**src/rtl/led_cube_pkg.sv**
```systemverilog
// Shared constants and sequencer state encoding for the LED-cube config command path.
package led_cube_pkg;

    localparam logic [3:0] CONF_MODE   = 4'h0;
    localparam logic [3:0] CONF_BRIGHT = 4'ha;

    // Selects animation 1 and leaves mode/brightness alone, so re-applying it is harmless.
    localparam logic [7:0] CFG_IDLE_BYTE = 8'h10;

    typedef enum logic [1:0] {
        ST_IDLE,
        ST_ISSUE,
        ST_WAIT_FRAME
    } seq_state_e;

    function automatic logic is_mode_cmd(input logic [3:0] conf_idx);
        return conf_idx == CONF_MODE;
    endfunction

endpackage

```
**src/rtl/cmd_fifo.sv**
```systemverilog
// Synchronous command FIFO: power-of-two depth, wrapping pointers, exact occupancy count.
module cmd_fifo #(
    parameter int DEPTH = 4,
    parameter int WIDTH = 8
) (
    input  logic                   clk,
    input  logic                   rst_n,
    input  logic                   push_i,
    input  logic [WIDTH-1:0]       wdata_i,
    input  logic                   pop_i,
    output logic [WIDTH-1:0]       rdata_o,
    output logic [$clog2(DEPTH):0] level_o,
    output logic                   full_o,
    output logic                   empty_o
);

    localparam int AW = $clog2(DEPTH);
    localparam logic [AW-1:0] PTR_ONE  = AW'(1);
    localparam logic [AW:0]   LVL_ONE  = (AW + 1)'(1);
    localparam logic [AW:0]   LVL_FULL = (AW + 1)'(DEPTH);

    logic [WIDTH-1:0] mem_q [DEPTH];
    logic [AW-1:0]    wr_ptr_q;
    logic [AW-1:0]    rd_ptr_q;
    logic [AW:0]      level_q;
    logic [AW:0]      level_d;

    // NOTE: level_d gets its default before any branch so no path leaves it unassigned (no latch).
    always_comb begin
        level_d = level_q;
        if (push_i && !pop_i) begin
            level_d = level_q + LVL_ONE;
        end else if (!push_i && pop_i) begin
            level_d = level_q - LVL_ONE;
        end
    end

    // NOTE: non-blocking assignments so every register here samples pre-edge values.
    always_ff @(posedge clk) begin
        if (!rst_n) begin
            wr_ptr_q <= '0;
            rd_ptr_q <= '0;
            level_q  <= '0;
        end else begin
            if (push_i) wr_ptr_q <= wr_ptr_q + PTR_ONE;
            if (pop_i)  rd_ptr_q <= rd_ptr_q + PTR_ONE;
            level_q <= level_d;
        end
    end

    // NOTE: storage is deliberately not reset; the pointers alone define which entries are valid.
    always_ff @(posedge clk) begin
        if (push_i) mem_q[wr_ptr_q] <= wdata_i;
    end

    assign rdata_o = mem_q[rd_ptr_q];
    assign level_o = level_q;
    assign full_o  = (level_q == LVL_FULL);
    assign empty_o = (level_q == '0);

endmodule

```
**src/rtl/cfg_cmd_sequencer.sv**
```systemverilog
// Queues UART config bytes and issues them in order, holding mode changes until the frame ends.
module cfg_cmd_sequencer
    import led_cube_pkg::*;
#(
    parameter int FIFO_DEPTH = 4
) (
    input  logic                        clk,
    input  logic                        rst_n,
    input  logic [7:0]                  rx_data,
    input  logic                        rx_valid,
    input  logic                        frame_busy,
    output logic [7:0]                  cfg_byte,
    output logic                        stall_mode_change,
    output logic [$clog2(FIFO_DEPTH):0] fifo_level,
    output logic                        overflow
);

    seq_state_e state_q, state_d;
    logic [7:0] cfg_byte_q, cfg_byte_d;
    logic       stall_q, stall_d;
    logic       overflow_q, overflow_d;

    logic [7:0] head;
    logic       fifo_full;
    logic       fifo_empty;
    logic       push;
    logic       pop;

    // A pop frees a slot at the same edge, so a full FIFO still accepts a simultaneous push.
    assign push = rx_valid && (!fifo_full || pop);

    cmd_fifo #(
        .DEPTH (FIFO_DEPTH),
        .WIDTH (8)
    ) u_cmd_fifo (
        .clk     (clk),
        .rst_n   (rst_n),
        .push_i  (push),
        .wdata_i (rx_data),
        .pop_i   (pop),
        .rdata_o (head),
        .level_o (fifo_level),
        .full_o  (fifo_full),
        .empty_o (fifo_empty)
    );

    always_comb begin
        state_d    = state_q;
        cfg_byte_d = cfg_byte_q;
        pop        = 1'b0;
        case (state_q)
            ST_IDLE: begin
                if (!fifo_empty) begin
                    if (!is_mode_cmd(head[7:4]) || !frame_busy) begin
                        pop        = 1'b1;
                        cfg_byte_d = head;
                        state_d    = ST_ISSUE;
                    end else begin
                        state_d = ST_WAIT_FRAME;
                    end
                end
            end
            ST_WAIT_FRAME: begin
                if (!frame_busy) begin
                    pop        = 1'b1;
                    cfg_byte_d = head;
                    state_d    = ST_ISSUE;
                end
            end
            ST_ISSUE: state_d = ST_IDLE;
            default:  state_d = ST_IDLE;
        endcase
        stall_d    = frame_busy || (state_d == ST_WAIT_FRAME);
        overflow_d = overflow_q || (rx_valid && fifo_full && !pop);
    end

    always_ff @(posedge clk) begin
        if (!rst_n) begin
            state_q    <= ST_IDLE;
            cfg_byte_q <= CFG_IDLE_BYTE;
            stall_q    <= 1'b0;
            overflow_q <= 1'b0;
        end else begin
            state_q    <= state_d;
            cfg_byte_q <= cfg_byte_d;
            stall_q    <= stall_d;
            overflow_q <= overflow_d;
        end
    end

    assign cfg_byte          = cfg_byte_q;
    assign stall_mode_change = stall_q;
    assign overflow          = overflow_q;

endmodule
```
**config.mk**
```make
export PLATFORM = sky130hd
export DESIGN_NAME = cfg_cmd_sequencer
export DESIGN_NICKNAME = d
export VERILOG_FILES = /design/src/rtl/led_cube_pkg.sv /design/src/rtl/cmd_fifo.sv /design/src/rtl/cfg_cmd_sequencer.sv
export SDC_FILE = /design/constraint.sdc
export NUM_CORES = 1
export LEC_CHECK = 0
export ABC_CLOCK_PERIOD_IN_PS = 2900
export BUFFER_PORTS_ARGS = -buffer_cell sky130_fd_sc_hd__buf_2
export CAP_MARGIN = 25
export CORE_MARGIN = 2
export CORE_UTILIZATION = 51
export DETAILED_ROUTE_END_ITERATION = 6
export PLACE_DENSITY = 0.77
export SLEW_MARGIN = 20
export SYNTH_ARGS = -nofsm -noshare
export SYNTH_HDL_FRONTEND = slang
export SYNTH_SLANG_ARGS = --single-unit
```
**constraint.sdc**
```tcl
create_clock -name clk -period 2.9 [get_ports clk]
set_input_delay 0.29 -clock clk [delete_from_list [all_inputs] [get_ports clk]]
set_output_delay 0.29 -clock clk [all_outputs]
set_load 0.01 [all_outputs]
```
Yosys cells after proc, flatten, opt, wreduce, memory -nomap -nowiden

Memories as Yosys holds them, arrays and structs flattened. A register that Yosys moved wholly into a read port is not among the register bits.
Cells that the tools add are included.

Register bits: 19
Memory bits (writable): 32
Bits of input ports: 12
Output and inout bits: 13
Word-level logic and storage cells: 56
Memories kept: 1

Memories:

| name             | depth | bits a word | rd ports | clocked after memory_dff | write ports | line           | RTL |
|---|---|---|---|---|---|---|---|
| u_cmd_fifo.mem_q | 4     | 8           | 1        | 1                        | 1           | cmd_fifo.sv:22 | `logic [WIDTH-1:0] mem_q [DEPTH];` |

Add/subtract/negate cells: 4
Eq/ne operators: 6
Muxes and demuxes: 18
Reductions and logical operators: 20

Operator list:

| operator              | count |
|---|---|
| $mux W8               | 3 |
| $pmux W8 S2           | 1 |
| $mux W2               | 5 |
| $mux W3               | 2 |
| $ne A2 B2 Y1 const B  | 3 |
| $logic_and A1 B1 Y1   | 5 |
| $logic_not A1 Y1      | 5 |
| $mux W1               | 5 |
| $add A2 B1 Y2 const B | 2 |
| $eq A2 B2 Y1 const B  | 2 |
| $logic_not A4 Y1      | 1 |
| $logic_or A1 B1 Y1    | 4 |
| $pmux W2 S2           | 1 |
| $reduce_and A4 Y1     | 1 |
| $reduce_bool A2 Y1    | 2 |
| $add A3 B1 Y3 const B | 1 |
| $eq A3 B3 Y1 const B  | 1 |
| $logic_not A3 Y1      | 1 |
| $sub A3 B1 Y3 const B | 1 |
| $logic_not A2 Y1      | 1 |
| $pmux W1 S2           | 1 |

Depth between registers and ports, before layout

Depth after elaboration: 12
Gate-level depth with buffers: 11
Depth with buffers taken out: 10

Modules after synthesis

From an unflattened synthesis, not the netlist that was laid out.

Cell total of the unflattened synthesis: 138
Area total of the unflattened synthesis: 2094.5 µm²

Modules (own cells, without submodules):

| module            | instances | cells each | area each (µm²) | sequential area each (µm²) |
|---|---|---|---|---|
| cmd_fifo          | 1         | 85         | 1602.8          | 1141.1 |
| cfg_cmd_sequencer | 1         | 53         | 491.7           | 240.2 |

Worst setup path before layout

Ideal clock, no wire load.

Path kind: register to register
From: register (tool-made name)
To: register u_cmd_fifo.level_q[2], in the netlist u_cmd_fifo.level_o[2]
Arrival time: 2.879 ns
Data required time: 2.830 ns
Slack: -0.048 ns
Cell stages (with the launch flop): 12
Buffers on the path: 2
Clock period less this slack: 2.948 ns
Path through: dfxtp_1 buf_6 mux4_2 or2_4 o31ai_4 buf_6 ha_1 inv_1 fa_1 xor2_1 or3_1 a21oi_1

RTL lines:

| element              | line           | RTL |
|---|---|---|
| end signal, assigned | cmd_fifo.sv:47 | `level_q <= level_d;` |
| end, declared        | cmd_fifo.sv:25 | `logic [AW:0] level_q;` |

==> results.txt <==
----------------------------------------------------
[Run status]
  Result of the run ... completed

[CTS]
  Num Clock Sinks ... 53
  CTS H-tree lvls ... 2
  CTS clk-pin slew, worst paths ... 0.09 ns
  CTS Root Cell ... clkbuf_8
  Number of buffers added by the clock tree synthesis step ... 5
  Latest clock arrival within the worst-skew pair ... 0.30 ns
  Clock tree from TritonCTS ... built
  Number of buffers on the longest clock path ... 2

[Floorplan]
  Height of the chip ... 68.22 um
  Die Outline Area ... 4654 um2
  Effective utilization at floorplan ... 0.5296
  Core Rows ... 23
  Standard cell core area ... 3971 um2
  Die width ... 68.22 um
  I/O Pins ... 25

[Timing]
  Worst-case hold slack ... 0.2038 ns
  Count of final hold-check violations ... 0
  Unrepaired setup endpoints after global routing ... no
  Setup clock skew after layout ... 0.004689 ns
  Max transition margin ... 0.6891
  Final worst-path cycle share ... 0.9447
  Upper clock frequency limit ... 365.0 MHz
  Transition time of the tightest slew-check pin ... 0.4659 ns
  Final setup viols ... 0
  Shortest period the worst path allows ... 2.740 ns
  Final-report max-slew violation count ... 0

[Critical path]
  CP cell instances ... buf_4, mux4_2, o31ai_4, ha_4, inv_1, fa_2, xor2_1, or3_1, a21oi_1
  CP Capture Type ... register
  Largest incremental delay on the critical path ... 0.57 ns
  Kind of start point of the critical path ... register
  Data required, critical path ... 3.13 ns
  Critical Setup Path Class ... register to register
  Data arrival at the endpoint of the critical path ... 2.97 ns
  Slowest cell on crit path ... mux4_2
  Maximum fanout encountered on the critical timing path ... 8

[Synth]
  Syn avg cell area ... 15.35 um2
  Number of nets produced by synthesis ... 155
  Synth unique cells ... 30
  Number of warnings printed during yosys synthesis ... 0
  Post-synthesis register bit count ... 53
  Number of instances in the synthesized netlist ... 137
  Share of the yosys chip area belonging to registers ... 0.6568
  Syn Std Cell Area ... 2103 um2

[Route]
  Routed vias/inst ... 5.229
  Detailed-route wire length on metal 1 ... 1602 um
  Routed WL per cell ... 16.38 um
  Vias after detailed routing ... 1140
  WL final ... 3570 um
  Met2 WL ... 1800 um
  ANT nets after route ... 0
  Wire length on met3 ... 141 um
  DRC violations left ... 0
  Number of detailed-route iterations in the first pass ... 4
  DRC violation total after the first TritonRoute iteration ... 68
  Top routing layer in use ... met4

[Cells and area]
  Share of cells above drive strength 1 ... 0.2917
  Nets@finish ... 185
  Post-Layout Cell Count ... 218
  Flip-flop and latch area ... 1384 um2
  Area taken by multi-input logic gates ... 699.4 um2
  Synthesis-to-finish area growth ... 15.05%
  Number of antenna repair diodes ... 0
  Fillers ... 304

[Place]
  Port Buffer Count ... 24
  Total instance count after detailed placement ... 210
  Half-perimeter wire length after detailed placement ... 2527 um
  Routability-driven placement congestion ratio ... 0.7093

[Power and ir drop]
  VDD IR-drop max ... 0.0006373 V
  Power per unit of standard cell area ... 933.3 nW/um2
  Standby leakage power ... 0.0009327 uW

[GRT]
  Pin count of the biggest net entering global routing ... 18
  Initial antenna violation count ... 0
  Global routing usage summed across all routing layers ... 0.1739
  Via count of the first global-routing pass ... 1184
  Congestion Overflow GR ... 0
  First-pass GRT wire length ... 5720 um

[Worst hold path]
  Type of the worst min-delay path ... input port to register
  Min-delay src ... rx_data[3]

[Job]
  Number of max-cap violations ... 0

----------------------------------------------------
-- stage by stage --
stage / util / TNS (ns) / cell area [um2] / worst slack [ns] / power [uW]
2_1_floorplan: - / -0.009592 / 2118 / -0.009592 / 1566
3_3_place_gp: 0.5769 / 0 / 2291 / 0.1959 / 1727
3_5_place_dp: 0.5769 / 0 / 2291 / 0.07478 / 1768
4_1_cts: 0.6052 / 0 / 2404 / 0.009542 / 2262
5_1_grt: 0.6093 / 0 / 2420 / 0.04868 / 2402
6_report: 0.6093 / 0 / 2420 / 0.1605 / 2258
-- critical path, delay by kind of cell, from the launching register on --
| family | cells | cell delay [ns] |
|---|---|---|
| buffers and inverters | 2 | 0.24 |
| AND/OR/NAND/NOR | 1 | 0.31 |
| AO/OA/AOI/OAI | 2 | 0.52 |
| XOR/XNOR | 1 | 0.15 |
| flip-flops | 1 | 0.37 |
| adder cells (fa/ha/maj) | 2 | 0.53 |
| multiplexers | 1 | 0.57 |
-- per-layer routing --
metal	track usage	up-vias
met1	0.2244	552
met2	0.2900	22
li1	-	562
met3	0.04934	4
met4	0.04500	0
met5	0	-
-- timing repair --
| item | CTS | global route |
|---|---|---|
| setup endpoints to repair | 0 | 1 |
| hold buffers | 0 | 0 |
| buffers inserted | 0 | 0 |
| gates resized for setup | 0 | 6 |
-- cell usage in the layout (no fill, tap or decap), types with 2 or more instances in the layout --
cell type  netlist  routed
a21oi_1          3       3
and2_1           5       5
buf_2            2      24
buf_4            0       3
clkbuf_8         0       5
dfxtp_1         21      19
dfxtp_2          0       2
edfxtp_1        32      32
ha_1             5       4
inv_1            5       5
mux2i_1         11      11
mux4_1           5       4
mux4_2           2       3
nand2_1          9       9
nor2_1          12      12
nor3b_1          3       2
o21ai_0          2       2
xor2_1           3       3
-- flip-flops by register name, indices dropped and copies added (netlist names), named ones only --
name / flops
cfg_byte: 8
overflow: 1
stall_mode_change: 1
state_q: 2
u_cmd_fifo.level_o: 3
u_cmd_fifo.mem_q: 32
u_cmd_fifo.rd_ptr_q: 2
u_cmd_fifo.wr_ptr_q: 2
-- final cells by class --
cell class / count / area share
clock inverter: 3 / 0.01810
timing repair buffer: 27 / 0.05895
multi-input combinational: 75 / 0.2890
inverter: 5 / 0.007756
clock buffer: 5 / 0.02844
tap: 50 / 0.02585
sequential: 53 / 0.5719
-- synthesized netlist by cell type --
| cell | count | area share |
|---|---|---|
| edfxtp_1 | 32 | 0.46 |
| dfxtp_1 | 21 | 0.20 |
| nor2_1 | 12 | 0.021 |
| mux2i_1 | 11 | 0.052 |
| nand2_1 | 9 | 0.016 |
| and2_1 | 5 | 0.015 |
| ha_1 | 5 | 0.030 |
| inv_1 | 5 | 0.0089 |
| mux4_1 | 5 | 0.062 |
| a21oi_1 | 3 | 0.0071 |
| nor3b_1 | 3 | 0.011 |
| xor2_1 | 3 | 0.012 |
| a22oi_1 | 2 | 0.0071 |
| buf_2 | 2 | 0.0048 |
| buf_6 | 2 | 0.011 |
| mux4_2 | 2 | 0.021 |
| o21ai_0 | 2 | 0.0048 |
| a211oi_1 | 1 | 0.0036 |
| a21boi_2 | 1 | 0.0054 |
| a31oi_1 | 1 | 0.0030 |
| and3b_2 | 1 | 0.0048 |
| fa_1 | 1 | 0.0095 |
| nand3_1 | 1 | 0.0024 |
| nor3_1 | 1 | 0.0024 |
| nor4_1 | 1 | 0.0030 |
| o31ai_4 | 1 | 0.010 |
| or2_4 | 1 | 0.0042 |
| or3_1 | 1 | 0.0030 |
| or3_2 | 1 | 0.0036 |
| or4_1 | 1 | 0.0036 |
-- final timing paths --
check | endpoint | slack [ns] | cells past startpoint
worst min-delay path | u_cmd_fifo.mem_q[0][3] | 0.20 | 1
worst max register to register | u_cmd_fifo.level_o[2] | 0.16 | 9
worst max-delay path | u_cmd_fifo.level_o[2] | 0.16 | 9
worst min register to register | state_q[1] | 0.46 | 1
-- cell families (layout without fill, tap and decap cells) --
logic type / after synthesis / in the layout / share of synthesized area
AND/OR/NAND/NOR: 37 / 37 / 0.08983
multiplexers: 18 / 18 / 0.1362
AO/OA/AOI/OAI: 11 / 11 / 0.04105
buffers and inverters: 9 / 40 / 0.02439
adder cells (fa/ha/maj): 6 / 6 / 0.03926
XOR/XNOR: 3 / 3 / 0.01249
flip-flops: 53 / 53 / 0.6567
-- power by group --
| group | internal (uW) | switching [uW] |
|---|---|---|
| clock | 258 | 231 |
| sequential | 940 | 92.0 |
| combinational | 353 | 385 |
| total | 1550 | 707 |
(Power assumes the default switching activity.)
